### config.mk
export PLATFORM = sky130hd
export DESIGN_NAME = mandelbrot_iter_ctrl
export DESIGN_NICKNAME = d
export VERILOG_FILES = /design/src/rtl/mandelbrot_iter_ctrl.sv
export SDC_FILE = /design/constraint.sdc
export NUM_CORES = 1
export LEC_CHECK = 0
export ABC_AREA = 1
export CORE_ASPECT_RATIO = 2
export CORE_UTILIZATION = 45
export CTS_CLUSTER_DIAMETER = 30
export DETAILED_ROUTE_END_ITERATION = 7
export GPL_TIMING_DRIVEN = 0
export PLACE_DENSITY = 0.91
export SETUP_SLACK_MARGIN = 0.15
export SLEW_MARGIN = 10
export SYNTH_ARGS = -nofsm -noshare
export SYNTH_HDL_FRONTEND = slang
export SYNTH_SLANG_ARGS = --single-unit
### constraint.sdc
create_clock -name clk -period 1.6 [get_ports clk]
set_input_delay 0.32 -clock clk [delete_from_list [all_inputs] [get_ports clk]]
set_output_delay 0.32 -clock clk [all_outputs]
set_load 0.03 [all_outputs]
### src/rtl/mandelbrot_iter_ctrl.sv
`default_nettype none
// ============================================================================
// Module   : mandelbrot_iter_ctrl
// Brief    : Mandelbrot escape-time iteration controller for an external step
//            ALU. Optional abort input enabled by macro MANDEL_ITER_ABORT_EN.
// Revision : 1.0
// ============================================================================
module mandelbrot_iter_ctrl #(
  parameter int WIDTH  = 8,
  parameter int ITER_W = 6
) (
  input  logic                     clk,
  input  logic                     rst_n,
`ifdef MANDEL_ITER_ABORT_EN
  input  logic                     abort,
`endif
  input  logic                     in_valid,
  output logic                     in_ready,
  input  logic signed [WIDTH-1:0]  in_cr,
  input  logic signed [WIDTH-1:0]  in_ci,
  input  logic        [ITER_W-1:0] max_iter,
  output logic signed [WIDTH-1:0]  alu_cr,
  output logic signed [WIDTH-1:0]  alu_ci,
  output logic signed [WIDTH-1:0]  alu_zr,
  output logic signed [WIDTH-1:0]  alu_zi,
  input  logic signed [WIDTH-1:0]  alu_zr_next,
  input  logic signed [WIDTH-1:0]  alu_zi_next,
  input  logic                     alu_size,
  input  logic                     alu_overflow,
  output logic                     out_valid,
  input  logic                     out_ready,
  output logic        [ITER_W-1:0] iterations,
  output logic                     escaped
);

  typedef enum logic [1:0] {
    IDLE = 2'd0,
    RUN  = 2'd1,
    DONE = 2'd2
  } state_t;

  state_t                    state_q, state_d;
  logic                      in_ready_q, in_ready_d;
  logic                      out_valid_q, out_valid_d;
  logic signed [WIDTH-1:0]   cr_q, cr_d;
  logic signed [WIDTH-1:0]   ci_q, ci_d;
  logic signed [WIDTH-1:0]   zr_q, zr_d;
  logic signed [WIDTH-1:0]   zi_q, zi_d;
  logic        [ITER_W-1:0]  count_q, count_d;
  logic        [ITER_W-1:0]  max_q, max_d;
  logic        [ITER_W-1:0]  iter_q, iter_d;
  logic                      esc_q, esc_d;
  logic                      abort_req;

`ifdef MANDEL_ITER_ABORT_EN
  assign abort_req = abort;
`else
  assign abort_req = 1'b0;
`endif

  always_comb begin
    state_d     = state_q;
    in_ready_d  = in_ready_q;
    out_valid_d = out_valid_q;
    cr_d        = cr_q;
    ci_d        = ci_q;
    zr_d        = zr_q;
    zi_d        = zi_q;
    count_d     = count_q;
    max_d       = max_q;
    iter_d      = iter_q;
    esc_d       = esc_q;

    case (state_q)
      IDLE: begin
        if (in_valid) begin
          cr_d       = in_cr;
          ci_d       = in_ci;
          max_d      = max_iter;
          zr_d       = '0;
          zi_d       = '0;
          count_d    = '0;
          in_ready_d = 1'b0;
          state_d    = RUN;
        end
      end
      RUN: begin
        // Escape flags win over the limit so a diverging last step still reports escaped.
        if (alu_size || alu_overflow) begin
          iter_d      = count_q;
          esc_d       = 1'b1;
          out_valid_d = 1'b1;
          state_d     = DONE;
        end else if (count_q == max_q) begin
          iter_d      = count_q;
          esc_d       = 1'b0;
          out_valid_d = 1'b1;
          state_d     = DONE;
        end else begin
          zr_d    = alu_zr_next;
          zi_d    = alu_zi_next;
          count_d = count_q + ITER_W'(1);
        end
      end
      DONE: begin
        if (out_ready) begin
          out_valid_d = 1'b0;
          in_ready_d  = 1'b1;
          state_d     = IDLE;
        end
      end
      default: begin
        out_valid_d = 1'b0;
        in_ready_d  = 1'b1;
        state_d     = IDLE;
      end
    endcase

    if (abort_req && (state_q != IDLE)) begin
      out_valid_d = 1'b0;
      in_ready_d  = 1'b1;
      state_d     = IDLE;
    end
  end

  always_ff @(posedge clk or negedge rst_n) begin
    if (!rst_n) begin
      state_q     <= IDLE;
      in_ready_q  <= 1'b1;
      out_valid_q <= 1'b0;
      cr_q        <= '0;
      ci_q        <= '0;
      zr_q        <= '0;
      zi_q        <= '0;
      count_q     <= '0;
      max_q       <= '0;
      iter_q      <= '0;
      esc_q       <= 1'b0;
    end else begin
      state_q     <= state_d;
      in_ready_q  <= in_ready_d;
      out_valid_q <= out_valid_d;
      cr_q        <= cr_d;
      ci_q        <= ci_d;
      zr_q        <= zr_d;
      zi_q        <= zi_d;
      count_q     <= count_d;
      max_q       <= max_d;
      iter_q      <= iter_d;
      esc_q       <= esc_d;
    end
  end

  assign in_ready   = in_ready_q;
  assign out_valid  = out_valid_q;
  assign iterations = iter_q;
  assign escaped    = esc_q;
  assign alu_cr     = cr_q;
  assign alu_ci     = ci_q;
  assign alu_zr     = zr_q;
  assign alu_zi     = zi_q;

endmodule
`default_nettype wire
## Yosys cells after proc, flatten, opt, wreduce, memory -nomap -nowiden

Index checks and enable logic that the tools add are counted.

| word-level totals | value |
|---|---|
| register bits after elaboration | 55 |
| latch bits | 0 |
| bits in writable memories | 0 |
| bits in read-only memories | 0 |
| input bits | 44 |
| output and inout port bits | 41 |
| logic and storage cells | 59 |
| memories | 0 |

| cells by class | value |
|---|---|
| add/subtract/negate cells | 1 |
| multipliers | 0 |
| divide/modulo/power cells | 0 |
| $lt $le $gt $ge | 0 |
| equal/unequal tests | 8 |
| shifts and indexed selects | 0 |
| mux-type cells | 27 |
| bitwise gates (word level) | 2 |
| reductions and logical operators | 10 |

Operator list:

| cell | count |
|---|---|
| $mux 8 | 5 |
| $pmux 8 s2 | 2 |
| $mux 6 | 5 |
| $pmux 6 s2 | 1 |
| $reduce_and 3->1 | 3 |
| $mux 2 | 4 |
| $ne 2x2->1 const B | 4 |
| $mux 1 | 7 |
| $add 6x1->6 const B | 1 |
| $eq 6x6->1 | 1 |
| $pmux 1 s3 | 2 |
| $pmux 2 s3 | 1 |
| $reduce_and 2->1 | 2 |
| $reduce_and 4->1 | 1 |
| $reduce_bool 2->1 | 2 |
| $ne 3x3->1 const B | 1 |
| $eq 2x1->1 const B | 1 |
| $eq 2x2->1 const B | 1 |
| $logic_not 2->1 | 1 |
| $not 1->1 | 2 |
| $logic_or 1x1->1 | 1 |

## Longest topological paths before layout

Gate-level depths: netlist of the first run.

| logic depth | value |
|---|---|
| depth in word-level cells | 4 |
| gate-level depth with buffers | 10 |
| depth with buffers taken out | 9 |

## Worst setup path before layout of the first run

OpenSTA, ideal clock, no wires.

| timing | value |
|---|---|
| path type | register to register |
| start | register state_q[0] |
| end | register ci_q[2], in the netlist alu_ci[2] |
| library setup time | 0.125 ns |
| arrival time | 1.195 ns |
| data required time | 1.475 ns |
| path slack | 0.280 ns |
| stages on the path, launching flop included | 6 |
| path buffers | 2 |
| period minus slack after synthesis | 1.320 ns |
| cell sequence | dfrtp_1 inv_2 nand3_1 buf_4 buf_6 mux2_2 |

| between the ends | value |
|---|---|
| longest elaborated chain between the ends | 2 |

Ends and longest elaborated chain:

| what | line | text |
|---|---|---|
| from (decl) | 42 | `state_t state_q, state_d;` |
| from (signal assigned) | 140 | `state_q <= state_d;` |
| $logic_not 2->1 | 74 | `case (state_q)` |
| $reduce_and 2->1 (no source line) | n/a |  |
| to (signal assigned) | 144 | `ci_q <= ci_d;` |
| to (decl) | 46 | `logic signed [WIDTH-1:0] ci_q, ci_d;` |

Every way passes these cells.
A chain may end at the register's enable or synchronous reset.

## Final worst setup path of the first run

| timing | value |
|---|---|
| start | register count_q[5] |
| end | register iter_q[3], in the netlist iterations[3] |

| between the ends | value |
|---|---|
| longest elaborated chain between the ends | 3 |

Ends and longest elaborated chain:

| what | line | text |
|---|---|---|
| from (decl) | 49 | `logic [ITER_W-1:0] count_q, count_d;` |
| from (signal assigned) | 147 | `count_q <= count_d;` |
| $eq 6x6->1 | 94 | `end else if (count_q == max_q) begin` |
| $reduce_bool 2->1 (no source line) | n/a |  |
| $reduce_and 2->1 (no source line) | n/a |  |
| to (signal assigned) | 149 | `iter_q <= iter_d;` |
| to (decl) | 51 | `logic [ITER_W-1:0] iter_q, iter_d;` |

Every way passes these cells.

==> metrics, run 1 <==
area of the die 5660 µm²; iteration count of the initial detailed-routing pass 4; pin count of the biggest net entering global routing 35; register bit total from synthesis 55; Crit path largest cell delay 0.42 ns; Arrival @ worst endpoint 1.68 ns; largest fanout of any net on the critical path 7; post-synthesis net count 292; max-cap check violation count 0; Core Area 5140 µm²; number of hold buffers added after cts 0; Max Fclk 0.686 GHz; startpoint type of the worst setup path flip-flop; reported leakage power 1.83 nW; most frequent cells in the layout 89 x sky130_fd_sc_hd__nand2_1, 52 x sky130_fd_sc_hd__dfrtp_1, 42 x sky130_fd_sc_hd__clkdlybuf4s50_1, 34 x sky130_fd_sc_hd__dlygate4sd2_1, 16 x sky130_fd_sc_hd__mux2_2; TritonCTS Sinks 55; number of rows created at floorplan 37; Final GP Congestion 0.800; worst-path cell chain nand2_1 > nand2_2 > nor2_4 > nand3_4 > nand2_2 > nand2_4 > buf_8 > nand2_1 > o21ai_2; shortest period the worst path allows 1.46 ns; Total GRT Usage 23.8%; most common cell after layout, fill and taps aside sky130_fd_sc_hd__nand2_1; unique cell type count in the Yosys netlist 25; buffers from clock root to sink, at most 2; clock buffer count from CTS 5; via count 2,019; TritonCTS clock tree done; horizontal extent of the die 53.7 µm; clock-pin slew of the registers on the worst-case setup and hold paths 0.10 ns; number of top-level pins 85; number of pins exceeding their max-slew limit in the final report 0; Critical Setup Path Class reg -> reg; Avg WL per Cell 14.9 µm; setup ws final 0.141 ns; final routed DRC violation total 0; worst r2r dst iterations[3]$_DFFE_PN0P_; transition time at the pin with the least slew margin 0.829 ns; cell family contributing the most delay on the critical path simple AND/OR/NAND/NOR gates; starting density of the core 46.8%; cell chosen for the clock root sky130_fd_sc_hd__clkbuf_8; Min Hold Slack 0.105 ns; Crit path buffers/inverters 1; cell area after layout 3590 µm²; GRT overflow 0; power density over the cells 1680 nW/µm²; outcome complete, no violations; final hold viol count 0; die height 105 µm; Setup Skew 0.0134 ns; RSZ-0062 raised after global routing yes; vias in the first global route 2,084; final net count 399; post-synthesis cell count 247; via density per instance 4.90; layout cells sized above 1 24.6%; quantity of I/O buffers inserted on ports 84; maximum VDD drop 1.48 mV; final wirelength 6.15 mm; initial antenna violation count 0; number of setup violations in the final report 0; cell count of the worst reg-to-reg path 9; number of nets with antenna violations after detailed routing 0; post-place instance area 3340 µm²; launch instance of the worst register-to-register path count_q[5]$_DFFE_PN0P_; fraction of the yosys area taken by sequential cells 57.3%; worst hold path class in -> async; post-DP HPWL 4.30 mm; syn avg cell area 9.74 µm²; category of the worst setup path capture point flip-flop; cell at the slowest stage of the critical path sky130_fd_sc_hd__dfrtp_1; synthesis-to-finish area growth 49.4%; H-tree levels 2; number of diodes 0; Cell Area, Synth 2410 µm²; pre-CTS worst setup slack -0.148 ns; final critical-path share of the clock period 91.2%; FF-to-FF setup slack 0.14 ns; Fin Setup TNS 0 ns; first-pass GRT wire length 9.60 mm; number of warnings printed during yosys synthesis 0; 1st-iter DRT viols 53; worst setup path startpoint count_q[5]$_DFFE_PN0P_; worst-skew pair later-pin latency 0.31 ns; relative slew slack 44.7%; worst path required time 1.82 ns
-- cell usage after synthesis --
cell	number	area share (%)
sky130_fd_sc_hd__nand2_1	98	15
sky130_fd_sc_hd__dfrtp_1	54	56
sky130_fd_sc_hd__mux2_2	16	7.5
sky130_fd_sc_hd__nor2_1	13	2.0
sky130_fd_sc_hd__inv_1	10	1.6
sky130_fd_sc_hd__nand3_1	9	1.9
sky130_fd_sc_hd__inv_2	8	1.2
sky130_fd_sc_hd__a21oi_1	6	1.2
sky130_fd_sc_hd__buf_6	5	2.3
sky130_fd_sc_hd__o21ai_2	5	1.8
sky130_fd_sc_hd__nor2_4	4	1.9
sky130_fd_sc_hd__o21ai_0	3	0.62
sky130_fd_sc_hd__nand2_2	2	0.52
sky130_fd_sc_hd__nand2_4	2	0.94
sky130_fd_sc_hd__nor3b_1	2	0.62
sky130_fd_sc_hd__buf_2	1	0.21
sky130_fd_sc_hd__buf_4	1	0.31
sky130_fd_sc_hd__clkinv_1	1	0.16
sky130_fd_sc_hd__dfstp_2	1	1.1
sky130_fd_sc_hd__ha_1	1	0.52
sky130_fd_sc_hd__nand3_2	1	0.42
sky130_fd_sc_hd__nand4_4	1	0.88
sky130_fd_sc_hd__nor3_1	1	0.21
sky130_fd_sc_hd__o21ai_1	1	0.21
sky130_fd_sc_hd__xor2_1	1	0.36
-- what timing repair did --
| item | 4_1_cts | 5_1_grt |
|---|---|---|
| pin swaps | 3 | 9 |
| cloned | 0 | 1 |
| endpoints found under the setup margin | 61 | 41 |
| setup buffers | 7 | 7 |
| resized for setup | 46 | 27 |
-- how the worst max path moves through the flow --
stage                                      to  cells past startpoint  slack (ns)
CTS                                  in_ready                      1        0.03
detailed placement      alu_cr[0]$_DFFE_PN0P_                      5       -0.15
floorplan               alu_ci[2]$_DFFE_PN0P_                      5        0.28
global placement        alu_ci[6]$_DFFE_PN0P_                      1       -1.42
global route        iterations[4]$_DFFE_PN0P_                      9        0.08
finish              iterations[3]$_DFFE_PN0P_                      9        0.14
-- registers in the layout, indices dropped and copies added (netlist names), 2 cells and up --
signal	count
alu_ci	8
alu_cr	8
alu_zi	8
alu_zr	8
count_q	6
iterations	6
max_q	6
state_q	2
-- worst register-to-register path, delay by kind of cell, from the launching register on --
family / cells / cell delay (ns)
AND/OR/NAND/NOR: 7 / 0.73
flip-flops: 1 / 0.42
buffers and inverters: 1 / 0.15
AO/OA/AOI/OAI: 1 / 0.05
-- cells by family (layout without fill, tap and decap cells) --
| kind of cell | count (synthesis) | in the layout | synth area share [%] |
|---|---|---|---|
| AO/OA/AOI/OAI | 15 | 15 | 3.90 |
| adder cells (fa/ha/maj) | 1 | 1 | 0.520 |
| XOR/XNOR | 1 | 1 | 0.364 |
| AND/OR/NAND/NOR | 133 | 133 | 24.6 |
| multiplexers | 16 | 16 | 7.49 |
| buffers and inverters | 26 | 133 | 5.82 |
| flip-flops | 55 | 55 | 57.3 |
-- stage by stage --
| step | instances | util [%] | power (mW) |
|---|---|---|---|
| 2_1_floorplan | 247 | - | 4.00 |
| 3_3_place_gp | 389 | 64.6 | 5.10 |
| 3_5_place_dp | 390 | 65.0 | 5.21 |
| 4_1_cts | 404 | 67.3 | 5.89 |
| 5_1_grt | 412 | 69.9 | 6.37 |
| 6_report | 412 | 69.9 | 6.04 |
-- where the power goes --
| group | internal (mW) | leakage, nW | total [mW] | switching, mW |
|---|---|---|---|---|
| combinational | 1.13 | 1.08 | 2.95 | 1.83 |
| sequential | 1.89 | 0.693 | 2.18 | 0.284 |
| clock | 0.460 | 0.0513 | 0.902 | 0.443 |
| total | 3.48 | 1.83 | 6.04 | 2.55 |
-- routing by layer --
| metal | share of wire, % | up-vias | routed length, µm | global-route usage (%) |
|---|---|---|---|---|
| li1 | - | 987 | - | - |
| met1 | 33 | 951 | 2050 | 25.2 |
| met2 | 60 | 69 | 3670 | 41.9 |
| met3 | 4.3 | 12 | 262 | 5.05 |
| met4 | 2.9 | 0 | 177 | 11.3 |
| met5 | 0 | - | 0 | 0 |
-- area by class of cell --
type / count / area (µm²)
Buffer: 7 / 80.1
Clock buffer: 6 / 72.6
Clock inverter: 1 / 30.0
Fill cell: 386 / 1550
Inverter: 19 / 78.8
Multi-Input combinational cell: 166 / 933
Sequential cell: 55 / 1380
Tap cell: 58 / 72.6
Timing Repair Buffer: 100 / 946
Note: power is estimated with default switching activity, not from simulation.
==> run 2: changes to the inputs <==
--- a/config.mk
+++ b/config.mk
@@ -7,10 +7,12 @@
 export LEC_CHECK = 0
 export ABC_AREA = 1
 export CORE_ASPECT_RATIO = 2
+export CORE_MARGIN = 4
 export CORE_UTILIZATION = 45
 export CTS_CLUSTER_DIAMETER = 30
 export DETAILED_ROUTE_END_ITERATION = 7
 export GPL_TIMING_DRIVEN = 0
+export HOLD_SLACK_MARGIN = 0.15
 export PLACE_DENSITY = 0.91
 export SETUP_SLACK_MARGIN = 0.15
 export SLEW_MARGIN = 10
==> metrics, run 2 (synthesis gave the netlist of run 1 again) <==
horizontal extent of the die 59.7 µm (was 53.7 µm); cell at the slowest stage of the critical path sky130_fd_sc_hd__dfrtp_1 (unchanged); layout cells sized above 1 24.7% (was 24.6%); reported leakage power 1.85 nW (was 1.83 nW); final routed DRC violation total 0 (unchanged); 1st-iter DRT viols 56 (was 53); Total GRT Usage 19.6% (was 23.8%); worst r2r dst alu_zr[1]$_DFFE_PN0P_ (was iterations[3]$_DFFE_PN0P_); vias in the first global route 2,211 (was 2,084); capture point of the critical path alu_zr[1]$_DFFE_PN0P_ (was iterations[3]$_DFFE_PN0P_); number of nets with antenna violations after detailed routing 0 (unchanged); final net count 405 (was 399); largest fanout of any net on the critical path 10 (was 7); post-place instance area 3330 µm² (was 3340 µm²); die height 111 µm (was 105 µm); worst path required time 1.81 ns (was 1.82 ns); number of top-level pins 85 (unchanged); Avg WL per Cell 15.5 µm (was 14.9 µm); shortest period the worst path allows 1.45 ns (was 1.46 ns); Critical Setup Path Class reg -> reg (unchanged); final critical-path share of the clock period 90.5% (was 91.2%); pin count of the biggest net entering global routing 33 (was 35); most frequent cells in the layout 91 x sky130_fd_sc_hd__nand2_1, 53 x sky130_fd_sc_hd__dfrtp_1, 42 x sky130_fd_sc_hd__clkdlybuf4s50_1, 29 x sky130_fd_sc_hd__dlygate4sd2_1, 18 x sky130_fd_sc_hd__buf_4 (was 89 x sky130_fd_sc_hd__nand2_1, 52 x sky130_fd_sc_hd__dfrtp_1, 42 x sky130_fd_sc_hd__clkdlybuf4s50_1, 34 x sky130_fd_sc_hd__dlygate4sd2_1, 16 x sky130_fd_sc_hd__mux2_2); H-tree levels 2 (unchanged); startpoint type of the worst setup path flip-flop (unchanged); first-pass GRT wire length 9.96 mm (was 9.60 mm); number of rows created at floorplan 37 (unchanged); area of the multi-input gates 916 µm² (was 933 µm²); maximum VDD drop 1.31 mV (was 1.48 mV); Max Fclk 0.691 GHz (was 0.686 GHz); final wirelength 6.48 mm (was 6.15 mm); initial antenna violation count 0 (unchanged); FF-to-FF setup slack 0.15 ns (was 0.14 ns); synthesis-to-finish area growth 50.8% (was 49.4%); cell area after layout 3630 µm² (was 3590 µm²); Core Area 5180 µm² (was 5140 µm²); worst setup path startpoint count_q[1]$_DFFE_PN0P_ (was count_q[5]$_DFFE_PN0P_); TritonCTS clock tree done (unchanged); GRT overflow 0 (unchanged); RSZ-0062 raised after global routing yes (unchanged); pre-CTS worst setup slack -0.174 ns (was -0.148 ns); number of diodes 0 (unchanged); cell count of the worst reg-to-reg path 9 (unchanged); cell with the most instances on the worst path sky130_fd_sc_hd__nand2_1; max-cap check violation count 0 (unchanged); cell chosen for the clock root sky130_fd_sc_hd__clkbuf_8 (unchanged); area taken by flip-flops and latches 1380 µm² (about the same); area of the die 6650 µm² (was 5660 µm²); starting density of the core 46.4% (was 46.8%); worst hold path class reg -> reg (was in -> async); most common cell after layout, fill and taps aside sky130_fd_sc_hd__nand2_1 (unchanged); outcome complete, no violations (unchanged); TritonCTS Sinks 55 (unchanged); Arrival @ worst endpoint 1.65 ns (was 1.68 ns); via count 2,068 (was 2,019); setup ws final 0.153 ns (was 0.141 ns); number of setup violations in the final report 0 (unchanged); iteration count of the initial detailed-routing pass 4 (unchanged); category of the worst setup path capture point flip-flop (unchanged); final hold viol count 0 (unchanged); worst-path cell chain nand2_1 > nand2_2 > nor2_4 > nand3_2 > nand2_2 > clkinv_4 > buf_6 > nand2_1 > nand2_1 (was nand2_1 > nand2_2 > nor2_4 > nand3_4 > nand2_2 > nand2_4 > buf_8 > nand2_1 > o21ai_2); via density per instance 4.94 (was 4.90); power density over the cells 1670 nW/µm² (was 1680 nW/µm²); count of fill cells added during filler insertion 385 (was 386); buffers from clock root to sink, at most 2 (unchanged); Crit path largest cell delay 0.43 ns (was 0.42 ns); post-DP HPWL 4.61 mm (was 4.30 mm); Setup Skew 0.00882 ns (was 0.0134 ns); Fin Setup TNS 0 ns (unchanged); quantity of I/O buffers inserted on ports 84 (unchanged); clock-pin slew of the registers on the worst-case setup and hold paths 0.10 ns (about the same); transition time at the pin with the least slew margin 0.543 ns (was 0.829 ns); launch instance of the worst register-to-register path count_q[1]$_DFFE_PN0P_ (was count_q[5]$_DFFE_PN0P_); clock buffer count from CTS 5 (unchanged); number of pins exceeding their max-slew limit in the final report 0 (unchanged); relative slew slack 63.8% (was 44.7%); worst-skew pair later-pin latency 0.31 ns (about the same); Final GP Congestion 0.817 (was 0.800)
==> run 2: worst max-delay path, delay by kind of cell (launching register included) <==
| family | cells | cell delay [ns] |
|---|---|---|
| simple gates | 7 | 0.68 |
| buf+inv | 2 | 0.23 |
| flops | 1 | 0.43 |
==> run 2: power breakdown <==
part	switching, mW	internal [mW]
clock	0.468	0.366
sequential	0.266	1.89
combinational	1.86	1.20
==> run 2: worst min-delay path by stage <==
stage                                      from               endpoint  slack, ns  cells past startpoint
after floorplan                           rst_n  alu_ci[0]$_DFFE_PN0P_       0.02                      0
after global placement    alu_zr[7]$_DFFE_PN0P_  alu_zr[7]$_DFFE_PN0P_       0.46                      2
after detailed placement                  rst_n  alu_zr[2]$_DFFE_PN0P_       0.34                      1
after CTS                 out_valid$_DFFE_PN0P_  out_valid$_DFFE_PN0P_       0.48                      2
after global routing      alu_zr[2]$_DFFE_PN0P_  alu_zr[2]$_DFFE_PN0P_       0.52                      2
final                     alu_zr[5]$_DFFE_PN0P_  alu_zr[5]$_DFFE_PN0P_       0.47                      2
==> run 2: final cells by class <==
class | count | share of cell area, %
Multi-Input combinational cell | 166 | 25.3
Tap cell | 58 | 2.00
Clock inverter | 2 | 0.552
Clock buffer | 6 | 2.28
Timing Repair Buffer | 106 | 27.7
Buffer | 7 | 2.10
Inverter | 19 | 2.10
Sequential cell | 55 | 38.0
==> run 2: layer usage <==
metal	up-vias	wire length, µm	GRT usage (%)
met2	59	3920	37.1
met4	0	273	9.02
met3	18	189	2.55
met5	-	0	0
met1	995	2100	19.8
li1	996	-	-
==> run 2: what timing repair did <==
| action | CTS | global route |
|---|---|---|
| hold endpoints to repair | 22 | 0 |
| hold buffers | 1 | 0 |
| cloned | 0 | 2 |
| setup buffers | 7 | 11 |
| setup endpoints to repair | 69 | 45 |
| gates resized for setup | 45 | 25 |
| pin swaps | 2 | 8 |
==> run 2: metrics by stage <==
stage	cells	hold slack (ns)	power (mW)	utilization [%]
2_1_floorplan	247	0.0244	4.00	-
3_3_place_gp	389	0.455	5.11	64.0
3_5_place_dp	390	0.336	5.22	64.3
4_1_cts	406	0.477	5.85	66.7
5_1_grt	419	0.519	6.40	70.0
6_report	419	0.473	6.05	70.0
